[config.mk]
export PLATFORM = sky130hd
export DESIGN_NAME = regfile_wb_arbiter
export DESIGN_NICKNAME = d
export VERILOG_FILES = /design/src/rtl/regfile_wb_arbiter_pkg.sv /design/src/rtl/regfile_wb_arbiter_wb_scoreboard.sv /design/src/rtl/regfile_wb_arbiter.sv
export SDC_FILE = /design/constraint.sdc
export NUM_CORES = 1
export LEC_CHECK = 0
export CELL_PAD_IN_SITES_DETAIL_PLACEMENT = 0
export CELL_PAD_IN_SITES_GLOBAL_PLACEMENT = 1
export CORE_UTILIZATION = 30
export DETAILED_ROUTE_END_ITERATION = 8
export HOLD_SLACK_MARGIN = 0.1
export PLACE_DENSITY = 0.87
export REMOVE_ABC_BUFFERS = 1
export SYNTH_ARGS = -nofsm -noshare
export SYNTH_HDL_FRONTEND = slang
export SYNTH_SLANG_ARGS = --single-unit
[constraint.sdc]
create_clock -name clk -period 3.1 [get_ports clk]
set_input_delay 0.62 -clock clk [delete_from_list [all_inputs] [get_ports clk]]
set_output_delay 0.62 -clock clk [all_outputs]
set_load 0.05 [all_outputs]
[src/rtl/regfile_wb_arbiter_pkg.sv]
// Shared register-file constants and encodings for the writeback arbiter.
package regfile_wb_arbiter_pkg;

  localparam int REG_ADDR_W = 3;
  localparam int REG_DATA_W = 16;
  localparam int NUM_REGS   = 8;

  typedef enum logic {
    NORMAL    = 1'b0,
    FORCE_ALU = 1'b1
  } arb_state_e;

  typedef enum logic {
    REQ_MEM = 1'b0,
    REQ_ALU = 1'b1
  } req_e;

endpackage

[src/rtl/regfile_wb_arbiter_wb_scoreboard.sv]
// Pending-write bitmap: flush beats reserve, reserve beats the accept-clear.
module wb_scoreboard #(
  parameter int NUM_REGS = 8,
  parameter int ADDR_W   = 3
) (
  input  logic                clk,
  input  logic                rst_n_i,
  input  logic                flush_i,
  input  logic                reserve_en_i,
  input  logic [ADDR_W-1:0]   reserve_addr_i,
  input  logic                clr_en_i,
  input  logic [ADDR_W-1:0]   clr_addr_i,
  output logic [NUM_REGS-1:0] busy_o
);

  logic [NUM_REGS-1:0] busy_q, busy_d;

  always_comb begin
    busy_d = busy_q;
    if (flush_i) begin
      busy_d = '0;
    end else begin
      for (int i = 0; i < NUM_REGS; i++) begin
        if (reserve_en_i && (reserve_addr_i == ADDR_W'(i)))
          busy_d[i] = 1'b1;
        else if (clr_en_i && (clr_addr_i == ADDR_W'(i)))
          busy_d[i] = 1'b0;
      end
    end
  end

  always_ff @(posedge clk) begin
    if (!rst_n_i) busy_q <= '0;
    else          busy_q <= busy_d;
  end

  assign busy_o = busy_q;

endmodule

[src/rtl/regfile_wb_arbiter.sv]
// Arbitrates the register-file write port between the MEM and ALU writeback
// paths (MEM priority, ALU starvation guard) and tracks pending writes.
module regfile_wb_arbiter #(
  parameter int NUM_REGS     = regfile_wb_arbiter_pkg::NUM_REGS,
  parameter int ADDR_W       = regfile_wb_arbiter_pkg::REG_ADDR_W,
  parameter int DATA_W       = regfile_wb_arbiter_pkg::REG_DATA_W,
  parameter int STARVE_LIMIT = 3
) (
  input  logic                clk,
  input  logic                reset,
  input  logic                alu_valid,
  input  logic [ADDR_W-1:0]   alu_addr,
  input  logic [DATA_W-1:0]   alu_data,
  output logic                alu_ready,
  input  logic                mem_valid,
  input  logic [ADDR_W-1:0]   mem_addr,
  input  logic [DATA_W-1:0]   mem_data,
  output logic                mem_ready,
  input  logic                reserve_en,
  input  logic [ADDR_W-1:0]   reserve_addr,
  input  logic                flush,
  output logic                write_enable,
  output logic [ADDR_W-1:0]   write_addr,
  output logic [DATA_W-1:0]   write_data,
  output logic [NUM_REGS-1:0] busy
);

  import regfile_wb_arbiter_pkg::*;

  localparam int CNT_W = $clog2(STARVE_LIMIT + 1);

  arb_state_e         state_q, state_d;
  logic [CNT_W-1:0]   cnt_q, cnt_d;
  logic               we_q;
  logic [ADDR_W-1:0]  waddr_q;
  logic [DATA_W-1:0]  wdata_q;
  logic               accept;
  req_e               winner;
  logic [ADDR_W-1:0]  win_addr;
  logic [DATA_W-1:0]  win_data;

  always_comb begin
    state_d   = state_q;
    cnt_d     = cnt_q;
    alu_ready = 1'b0;
    mem_ready = 1'b0;
    if (!reset || flush) begin
      state_d = NORMAL;
      cnt_d   = '0;
    end else begin
      case (state_q)
        NORMAL: begin
          if (mem_valid) begin
            mem_ready = 1'b1;
            if (alu_valid) begin
              cnt_d = cnt_q + 1'b1;
              if (cnt_d == CNT_W'(STARVE_LIMIT)) state_d = FORCE_ALU;
            end else begin
              cnt_d = '0;
            end
          end else begin
            alu_ready = alu_valid;
            cnt_d     = '0;
          end
        end
        FORCE_ALU: begin
          // One forced slot, used or not, then back to MEM priority.
          alu_ready = alu_valid;
          state_d   = NORMAL;
          cnt_d     = '0;
        end
        default: begin
          state_d = NORMAL;
          cnt_d   = '0;
        end
      endcase
    end
  end

  assign winner   = (alu_valid && alu_ready) ? REQ_ALU : REQ_MEM;
  assign accept   = (alu_valid && alu_ready) || (mem_valid && mem_ready);
  assign win_addr = (winner == REQ_ALU) ? alu_addr : mem_addr;
  assign win_data = (winner == REQ_ALU) ? alu_data : mem_data;

  always_ff @(posedge clk) begin
    if (!reset) begin
      state_q <= NORMAL;
      cnt_q   <= '0;
      we_q    <= 1'b0;
      waddr_q <= '0;
      wdata_q <= '0;
    end else begin
      state_q <= state_d;
      cnt_q   <= cnt_d;
      we_q    <= accept;
      if (accept) begin
        waddr_q <= win_addr;
        wdata_q <= win_data;
      end
    end
  end

  assign write_enable = we_q;
  assign write_addr   = waddr_q;
  assign write_data   = wdata_q;

  wb_scoreboard #(
    .NUM_REGS (NUM_REGS),
    .ADDR_W   (ADDR_W)
  ) u_scoreboard (
    .clk            (clk),
    .rst_n_i        (reset),
    .flush_i        (flush),
    .reserve_en_i   (reserve_en),
    .reserve_addr_i (reserve_addr),
    .clr_en_i       (accept),
    .clr_addr_i     (win_addr),
    .busy_o         (busy)
  );

endmodule
---- Yosys cells after proc, flatten, opt, wreduce, memory -nomap -nowiden ----
Index checks and enable logic that the tools add are counted.
cells by class
  $add $sub $neg .......................... 1
  multipliers ............................. 0
  divide/modulo/power cells ............... 0
  magnitude comparators ................... 0
  equal/unequal tests ..................... 15
  shift-type cells ........................ 0
  muxes and demuxes ....................... 32
  bitwise operators ....................... 2
  reductions and logical operators ........ 33
operators with widths
  cell                                                              number
  1-bit two-way mux                                                 25
  3-bit == test (second input constant)                             8
  1-bit logical AND                                                 18
  16-bit two-way mux                                                1
  2-bit nonzero test                                                8
  3-bit by 2-bit == test with 1-bit output (second input constant)  4
  3-bit by 1-bit == test with 1-bit output (second input constant)  2
  3-bit logical NOT                                                 2
  2-bit two-way mux                                                 2
  1-bit case mux with 2 select lines                                2
  2-bit case mux with 2 select lines                                1
  2-bit OR reduction                                                2
  3-bit two-way mux                                                 1
  2-bit by 1-bit adder with 2-bit output (second input constant)    1
  2-bit == test (second input constant)                             1
  1-bit logical OR                                                  2
  1-bit NOT                                                         2
  1-bit logical NOT                                                 1
storage, ports and cells
  register bits after elaboration ......... 31
  bits in latches ......................... 0
  memory bits (writable) .................. 0
  bits in read-only memories .............. 0
  input bits .............................. 47
  output and inout port bits .............. 30
  logic and storage cells ................. 96
  memories kept ........................... 0

---- Longest topological paths before layout ----
Gate-level depths: netlist (run 1).
  depth after elaboration ................. 10
  depth in mapped cells ................... 6
  mapped depth without buffers ............ 5

---- Cells and area by module ----
From an unflattened synthesis (run 1), not the netlist that was laid out.
second synthesis, totals
  cell total of the unflattened synthesis .. 145
  area, all modules ....................... 1660.3 µm²
by module, submodules not included
  module              times used  cells each  area each (µm²)  seq. area each (µm²)
  regfile_wb_arbiter  1           113         1291.2           460.4
  wb_scoreboard       1           32          369.1            160.2

---- Least setup slack after synthesis (run 1) ----
OpenSTA, ideal clock, no wires.
  path kind ............................... input to output
  start ................................... input port reset
  end ..................................... output port alu_ready
  arrival time ............................ 1456 ps
  data required time ...................... 2480 ps
  setup slack ............................. 1024 ps
  stages on the path ...................... 5
  buffers on the path ..................... 2
  path through ............................ nor2b_2 -> buf_6 -> nand3_2 -> buf_6 -> inv_1
between the ends
  longest elaborated chain between the ends .. 3
ends and longest elaborated chain
  what               line                      source
  start, declared    regfile_wb_arbiter.sv:10  input logic reset,
  1-bit logical NOT  -
  1-bit logical OR   regfile_wb_arbiter.sv:47  if (!reset || flush) begin
  1-bit two-way mux  regfile_wb_arbiter.sv:47
  end, declared      regfile_wb_arbiter.sv:14  output logic alu_ready,
Every way passes these cells.

---- Worst setup path in the final report (run 1) ----
  start ................................... input port mem_valid
  end ..................................... output port mem_ready
between the ends
  longest elaborated chain between the ends .. 3
ends and longest elaborated chain
  what               line                      source
  start, declared    regfile_wb_arbiter.sv:15  input logic mem_valid,
  1-bit two-way mux  regfile_wb_arbiter.sv:53  if (mem_valid) begin
  1-bit two-way mux  regfile_wb_arbiter.sv:51  case (state_q)
  1-bit two-way mux  regfile_wb_arbiter.sv:47
  end, declared      regfile_wb_arbiter.sv:18  output logic mem_ready,
Every way passes these cells.

==> results of run 1 <==
[power groups by stage]
stage | Combinational, mW | Sequential [mW] | Clock [mW]
after global routing | 0.283 | 0.432 | 0.369
after CTS | 0.265 | 0.430 | 0.351
after floorplan | 0.0672 | 0.504 | 0
final | 0.264 | 0.430 | 0.339
after detailed placement | 0.265 | 0.438 | 0
after global placement | 0.263 | 0.438 | 0
[flip-flops by register name, indices dropped and copies added (netlist names)]
signal and count:
state_q 1, cnt_q 2, u_scoreboard.busy_o 8, write_addr 3, write_data 16, write_enable 1
[layout by cell type (no fill, tap or decap), drive strengths merged, types with 2 or more instances in the layout]
cell	synthesis	routed
clkbuf	1	8
nand2	5	5
o21ai	29	29
buf	10	7
o221ai	8	8
dfxtp	31	31
nor2b	2	2
nand2b	7	7
nand4b	2	2
nand3	3	3
clkdlybuf4s50	0	74
inv	3	3
nor2	17	17
nor3	2	2
a21o	8	8
a21oi	26	26
mux2i	10	10
[per-stage QoR]
stage	hold slack, ns	power (mW)	instances	utilization	area (sq um)
floorplan	0.3911	0.5714	164	-	1423
detailed placement	0.4191	0.7034	312	0.4889	2325
CTS	0.4277	1.046	320	0.5100	2425
global placement	0.4029	0.7010	312	0.4889	2325
global route	0.4506	1.085	320	0.5100	2425
finish	0.4214	1.033	320	0.5100	2425
[path summary, 6_finish.rpt]
check | startpoint | end
hold reg to reg | cnt_q[0] | cnt_q[0]
setup reg to reg | state_q | write_data[8]
setup / recovery | mem_valid | mem_ready
hold / removal | cnt_q[0] | cnt_q[0]
[layout make-up]
type / instances / area (sq um) / area share
Timing Repair Buffer: 81 / 818.3 / 0.3375
Multi-Input combinational cell: 129 / 787.0 / 0.3246
Sequential cell: 31 / 620.6 / 0.2559
Clock buffer: 8 / 100.1 / 0.04128
Tap cell: 67 / 83.83 / 0.03457
Inverter: 4 / 15.01 / 0.006192
[kinds of logic after synthesis]
| logic type | after synthesis | share of synthesized area |
|---|---|---|
| flops | 31 | 0.4151 |
| fa+ha+maj | 1 | 0.008367 |
| mux | 11 | 0.07699 |
| compound gates | 75 | 0.2929 |
| buf+inv | 15 | 0.05857 |
| simple gates | 42 | 0.1481 |
[critical path, cell delays in order]
cell             delay [ns]
clkdlybuf4s50_1        0.49
nor2b_1                0.22
nand2_2                0.17
inv_1                  0.17
buf_12                 0.15
[per-layer routing]
layer	vias to the layer above	track usage	part of all wire
met5	-	0	0
met4	0	0.05229	0.0048
met3	2	0.05387	0.087
met2	63	0.2731	0.48
met1	682	0.1906	0.43
li1	791	-	-
==> flow_summary.json, run 1 <==
{
  "start_util": 0.3145,
  "post-place-ws_ns": 0.6201,
  "clkPwrFrac": 0.328,
  "yosys.area.top_type_share": 0.4151,
  "irDropWorstVdd_mv": 0.2756,
  "coreArea_sq_um": 4755,
  "drtAntennaViolNets": 0,
  "layout-drive-gt1-share": 0.07510,
  "syn_inst": 175,
  "ys_warn_count": 0,
  "cts_tree": "yes",
  "p_per_area_nw_per_um2": 426.1,
  "worst_setup_path_start_kind": "input pin",
  "synth-seq-cells": 31,
  "grt_use_total": 0.1608,
  "pin_count": 77,
  "finalCriticalPeriod_ns": 2.451,
  "drc_errors": 0,
  "wl_per_cell_um": 12.50,
  "max-cap-violations": 0,
  "synth_area_leaders": "dfxtp_1 (42%), o21ai_0 (9.7%), a21oi_1 (8.7%)",
  "wl_mm": 3.999,
  "vias": 1538,
  "cts_buffers": 5,
  "fp.dieW_um": 72.60,
  "status": "completed",
  "crit_path_end_kind": "primary output",
  "hpwl_mm": 2.953,
  "drt_first_pass_iters": 4,
  "setup_viol": 0,
  "finalHoldViolations": 0,
  "slew_headroom": 0.5802,
  "async_flop_share": 0,
  "p_seq_frac": 0.417,
  "cts_max_level": 2,
  "synthesis.area_sq_um": 1495,
  "grt-ovfl-total": 0,
  "gp_congestion": 0.7694,
  "finalNetCount": 300,
  "post-route-period-util": 0.7906,
  "cp_data_arrival_time_ns": 1.83,
  "hold_depth": 1,
  "synth.distinct_cells": 32,
  "n_antenna_cell": 0,
  "worst_slew_pin_slew_ns": 0.6297,
  "grt_pass1_wl_mm": 6.596,
  "die_area_sq_um": 5270,
  "grt_max_degree": 29,
  "clock_latency_ns": 0.27,
  "cts_setup_buffers": 0,
  "power_frac_comb": 0.255,
  "area_growth_pct": 62.18,
  "p_leak_nw": 0.9985,
  "clk_pin_slew_ns": 0.06,
  "cts_hold_buf": 0,
  "clk_path_buf_depth": 2,
  "cts_sinks": 31,
  "clock.fmax_ghz": 0.4080,
  "clock-skew-final_ns": 0.003067,
  "chipHeight_um": 72.60,
  "ys_seq_area_frac": 0.4151,
  "nFillCells": 468,
  "syn_area_per_cell_sq_um": 8.544,
  "crit_path_max_fanout": 9,
  "worst_ep_required_time_ns": 2.48,
  "ff2ff_path_depth": 4,
  "synth_most_common_cell": "dfxtp_1",
  "critPathKind": "input pin to primary output",
  "grt_setup_unrepaired": "no",
  "cts_resized": 0,
  "r2r_setup_slack_ns": 1.67,
  "fin_ws_ns": 0.6493,
  "antenna_found_initial": 0,
  "fin_setup_tns_ns": 0,
  "port_buffers": 76,
  "root_buffer": "clkbuf_8",
  "min_path_type": "flip-flop to flip-flop",
  "net-switching-power_uw": 291.3,
  "drv_slew": 0,
  "viasPerCell": 4.806,
  "synth_flop_cell": "dfxtp_1",
  "synth_common_cells": "dfxtp_1 (31), o21ai_0 (29), a21oi_1 (26)",
  "grt_pass1_vias": 1453,
  "initialDrtViolationCount": 60,
  "rows": 25,
  "synth_top_area_cell": "dfxtp_1",
  "intPower_uw": 741.9,
  "swShare": 0.2820,
  "synth-edff-count": 0
}
No activity file was read; power rests on OpenSTA's default activity.
==> inputs of run 2 (changes only) <==
--- a/config.mk
+++ b/config.mk
@@ -7,10 +7,10 @@
 export LEC_CHECK = 0
 export CELL_PAD_IN_SITES_DETAIL_PLACEMENT = 0
 export CELL_PAD_IN_SITES_GLOBAL_PLACEMENT = 1
-export CORE_UTILIZATION = 30
+export CORE_UTILIZATION = 25
 export DETAILED_ROUTE_END_ITERATION = 8
 export HOLD_SLACK_MARGIN = 0.1
-export PLACE_DENSITY = 0.87
+export PLACE_DENSITY = 0.78
 export REMOVE_ABC_BUFFERS = 1
 export SYNTH_ARGS = -nofsm -noshare
 export SYNTH_HDL_FRONTEND = slang
==> constraint.sdc (replaced) <==
create_clock -name clk -period 2.2 [get_ports clk]
set_input_delay 0.44 -clock clk [delete_from_list [all_inputs] [get_ports clk]]
set_output_delay 0.44 -clock clk [all_outputs]
set_load 0.05 [all_outputs]
==> run 2 against run 1 <==
  * Power up 52%
  * Highest routed layer unchanged
  * Clock-buffer cell count fell by 2
  * Clock skew increased by 0.0024 ns
  * Die area grew 19%
  * Clock power grew 72%
  * Combinational power rose by 45%
  * Sequential cell count unchanged
==> flow_summary.json, run 2 (synthesis results as in run 1) <==
{
  "port_buffers": 76,
  "fin_ws_ns": 0.1702,
  "grt_pass1_wl_mm": 6.975,
  "fin_setup_tns_ns": 0,
  "cp_data_arrival_time_ns": 1.59,
  "grt_setup_unrepaired": "no",
  "n_antenna_cell": 0,
  "status": "completed",
  "viasPerCell": 4.661,
  "min_path_type": "flip-flop to flip-flop",
  "fp.dieW_um": 79.34,
  "min_from": "cnt_q[0]",
  "start_util": 0.2650,
  "irDropWorstVdd_mv": 0.2761,
  "post-route-period-util": 0.9226,
  "grt_pass1_vias": 1470,
  "finalNetCount": 305,
  "grt_max_degree": 29,
  "slew_headroom": 0.6459,
  "gp_congestion": 0.7147,
  "hold_depth": 1,
  "nFillCells": 557,
  "p_per_area_nw_per_um2": 628.9,
  "worst_ep_required_time_ns": 1.76,
  "worst_setup_path_start_kind": "input pin",
  "mostFrequentLayoutCell": "clkdlybuf4s50_1",
  "clock.fmax_ghz": 0.4927,
  "regToRegStartpoint": "state_q",
  "clk_pin_slew_ns": 0.07,
  "cts_sinks": 31,
  "p_leak_nw": 1.036,
  "vias": 1538,
  "clk_path_buf_depth": 2,
  "finalCriticalPeriod_ns": 2.030,
  "clock_latency_ns": 0.28,
  "chipHeight_um": 79.34,
  "grt-ovfl-total": 0,
  "cts_buffers": 5,
  "r2r_setup_slack_ns": 0.79,
  "drc_errors": 0,
  "coreArea_sq_um": 5642,
  "pin_count": 77,
  "cts_max_level": 2,
  "antenna_found_initial": 0,
  "clock-skew-final_ns": 0.005475,
  "hold_ws_ns": 0.4096,
  "critPathKind": "input pin to primary output",
  "setup_viol": 0,
  "finalHoldViolations": 0,
  "wl_per_cell_um": 13.00,
  "max-cap-violations": 0,
  "drv_slew": 0,
  "drtAntennaViolNets": 0,
  "ff2ff_path_depth": 4,
  "wl_mm": 4.290,
  "largest_register_ffs": 16,
  "area_growth_pct": 67.11,
  "die_area_sq_um": 6294,
  "crit_path_end_kind": "primary output",
  "post-place-ws_ns": 0.1750,
  "hpwl_mm": 3.207,
  "drt_first_pass_iters": 4,
  "layout-drive-gt1-share": 0.09690,
  "cts_setup_buffers": 0,
  "grt_use_total": 0.1421,
  "layout_common_cells": "clkdlybuf4s50_1 (74), dfxtp_1 (31), o21ai_0 (29)",
  "rows": 27,
  "cts_hold_buf": 0,
  "root_buffer": "clkbuf_8",
  "reg2reg_to": "u_scoreboard.busy_o[4]",
  "cts_tree": "yes",
  "crit_path_max_fanout": 9,
  "worst_slew_pin_slew_ns": 0.5295,
  "cts_resized": 0,
  "initialDrtViolationCount": 17,
  "hold_path_end": "cnt_q[0]"
}
## run 2: worst max-delay path by stage
stage | from | end | slack, ns
floorplan | mem_valid | alu_ready | 0.21
global placement | reset | write_data[9] | 0.17
detailed placement | mem_valid | alu_ready | 0.18
CTS | mem_valid | alu_ready | 0.17
global route | mem_valid | alu_ready | 0.06
finish | mem_valid | alu_ready | 0.17
## run 2: critical path, stage by stage
cell	delay (ns)
clkdlybuf4s50_1	0.44
nand2b_1	0.30
nand3_2	0.15
inv_1	0.12
buf_12	0.14
## run 2: layout make-up
type	count	area, sq um	area share
inverter	4	15.01	0.006009
multi-input combinational	129	787.0	0.3150
timing repair buffer	86	868.3	0.3475
clock buffer	6	82.58	0.03305
clock inverter	2	35.03	0.01402
sequential	31	620.6	0.2484
tap	72	90.09	0.03605
## run 2: per-stage QoR
step                area [sq um]  instances  total power, mW  utilization
global placement            2381        322            1.000       0.4220
finish                      2499        330            1.572       0.4429
global route                2499        330            1.641       0.4429
CTS                         2499        330            1.594       0.4429
floorplan                   1423        164           0.8052            -
detailed placement          2381        322            1.003       0.4220
## run 2: report_power, final
| group | total (mW) | internal, mW | leakage, nW | switching (mW) |
|---|---|---|---|---|
| clock | 0.582 | 0.366 | 0.0612 | 0.216 |
| combinational | 0.384 | 0.179 | 0.720 | 0.205 |
| sequential | 0.606 | 0.589 | 0.254 | 0.0165 |
| total | 1.57 | 1.13 | 1.04 | 0.437 |
## run 2: layer usage
metal | vias up | wire length, um | global-route usage
met1 | 684 | 2104 | 0.1840
li1 | 802 | - | -
met2 | 50 | 1948 | 0.2319
met3 | 2 | 218 | 0.02989
met5 | - | 0 | 0
met4 | 0 | 19 | 0.04909
==> inputs of run 3 (changes only) <==
--- a/config.mk
+++ b/config.mk
@@ -7,10 +7,11 @@
 export LEC_CHECK = 0
 export CELL_PAD_IN_SITES_DETAIL_PLACEMENT = 0
 export CELL_PAD_IN_SITES_GLOBAL_PLACEMENT = 1
-export CORE_UTILIZATION = 25
+export CORE_UTILIZATION = 26
+export CTS_BUF_LIST = sky130_fd_sc_hd__clkbuf_8
 export DETAILED_ROUTE_END_ITERATION = 8
 export HOLD_SLACK_MARGIN = 0.1
-export PLACE_DENSITY = 0.78
+export PLACE_DENSITY = 0.8
 export REMOVE_ABC_BUFFERS = 1
 export SYNTH_ARGS = -nofsm -noshare
 export SYNTH_HDL_FRONTEND = slang
==> run 3 against run 2 <==
  * Sequential cell count did not move
  * Core utilization rose by 0.27 points
  * Critical path depth did not move
  * Combinational power barely moved
  * Register-to-register slack got worse by 0.05 ns
  * Largest power group unchanged
  * Final cell count fell by 0.30%
  * Maximum frequency rose by 1.4%
  * Worst setup slack improved by 0.028 ns
  * Hold slack barely moved
  * Largest cell class unchanged
==> flow_summary.json, run 3 (synthesis results as in run 1) <==
{
  "area_growth_pct": 65.10,
  "post-route-period-util": 0.9097,
  "crit_chain": "clkdlybuf4s50_1, nand2b_1, nand3_2, inv_1, buf_12",
  "drt_first_pass_iters": 4,
  "cts_tree": "yes",
  "status": "completed",
  "drc_errors": 0,
  "crit_slowest_cell": "clkdlybuf4s50_1",
  "drv_slew": 0,
  "grt-ovfl-total": 0,
  "worst_setup_path_start_kind": "input pin",
  "worst_slew_pin_slew_ns": 0.5119,
  "finalHoldViolations": 0,
  "rows": 27,
  "fin_ws_ns": 0.1987,
  "clk_pin_slew_ns": 0.06,
  "nFillCells": 579,
  "clock-skew-final_ns": 0.003224,
  "post-place-ws_ns": 0.1930,
  "cp_data_arrival_time_ns": 1.56,
  "largest_register_ffs": 16,
  "p_leak_nw": 1.021,
  "wl_per_cell_um": 12.42,
  "crit_path_end_kind": "primary output",
  "cts_max_level": 2,
  "grt_use_total": 0.1453,
  "viasPerCell": 4.781,
  "mostFrequentLayoutCell": "clkdlybuf4s50_1",
  "start_util": 0.2699,
  "cts_setup_buffers": 0,
  "p_per_area_nw_per_um2": 579.4,
  "layout_common_cells": "clkdlybuf4s50_1 (74), dfxtp_1 (31), o21ai_0 (29)",
  "hpwl_mm": 3.103,
  "finalNetCount": 305,
  "regArea_sq_um": 620.6,
  "grt_pass1_wl_mm": 6.934,
  "power.total_mw": 1.430,
  "setup_viol": 0,
  "fp.dieW_um": 77.84,
  "worst_ep_required_time_ns": 1.76,
  "root_buffer": "clkbuf_8",
  "grt_pass1_vias": 1497,
  "slowest_delay_ns": 0.43,
  "drtAntennaViolNets": 0,
  "clock.fmax_ghz": 0.4997,
  "crit_path_max_fanout": 10,
  "min_path_type": "flip-flop to flip-flop",
  "wl_mm": 4.086,
  "multiInputGateArea_sq_um": 787.0,
  "antenna_found_initial": 0,
  "gp_congestion": 0.7806,
  "irDropWorstVdd_mv": 0.2754,
  "finalCriticalPeriod_ns": 2.001,
  "coreArea_sq_um": 5540,
  "hold_ws_ns": 0.4097,
  "chipHeight_um": 77.84,
  "cts_sinks": 31,
  "slew_headroom": 0.6577,
  "clock_latency_ns": 0.27,
  "pin_count": 77,
  "grt_setup_unrepaired": "no",
  "vias": 1573,
  "fin_setup_tns_ns": 0,
  "max-cap-violations": 0,
  "clk_path_buf_depth": 2,
  "die_area_sq_um": 6058,
  "initialDrtViolationCount": 31,
  "cts_resized": 0,
  "cts_buffers": 5,
  "grt_max_degree": 29,
  "cts_hold_buf": 0,
  "layout-drive-gt1-share": 0.09339,
  "port_buffers": 76,
  "critPathKind": "input pin to primary output",
  "n_antenna_cell": 0
}
-- run 3: final cells by class --
cell class | count | area share
repair buffers | 86 | 0.3517
multi-input cells | 129 | 0.3188
flip-flops and latches | 31 | 0.2514
well taps | 72 | 0.03649
clock buffers | 6 | 0.03345
inverters | 4 | 0.006082
clock inverters | 1 | 0.002027
-- run 3: path summary, 6_finish.rpt --
path,end,slack [ns],startpoint,depth (start not counted)
worst max-delay path,alu_ready,0.20,mem_valid,5
worst min-delay path,cnt_q[0],0.41,cnt_q[0],1
worst max register to register,u_scoreboard.busy_o[0],0.74,state_q,4
worst min register to register,cnt_q[0],0.41,cnt_q[0],1
-- run 3: critical path, delay by kind of cell --
family | cells | cell delay [ns]
AND/OR/NAND/NOR | 2 | 0.43
buffers and inverters | 3 | 0.69
-- run 3: where the power goes --
group | internal [mW] | total [mW] | leakage, nW | switching, mW
Combinational | 0.179 | 0.382 | 0.720 | 0.203
Clock | 0.245 | 0.443 | 0.0470 | 0.198
Sequential | 0.589 | 0.605 | 0.254 | 0.0160
Total | 1.01 | 1.43 | 1.02 | 0.417
-- run 3: routing by layer --
| metal | part of all wire | vias up | wire (um) | track usage |
|---|---|---|---|---|
| li1 | - | 798 | - | - |
| met1 | 0.45 | 722 | 1831 | 0.1772 |
| met2 | 0.48 | 47 | 1955 | 0.2434 |
| met3 | 0.060 | 6 | 244 | 0.04000 |
| met4 | 0.013 | 0 | 54 | 0.05094 |
| met5 | 0 | - | 0 | 0 |
-- run 3: through the flow --
stage | utilization | cell area [sq um] | std cells
2_1_floorplan | - | 1423 | 164
3_3_place_gp | 0.4298 | 2381 | 322
3_5_place_dp | 0.4298 | 2381 | 322
4_1_cts | 0.4456 | 2469 | 329
5_1_grt | 0.4456 | 2469 | 329
6_report | 0.4456 | 2469 | 329
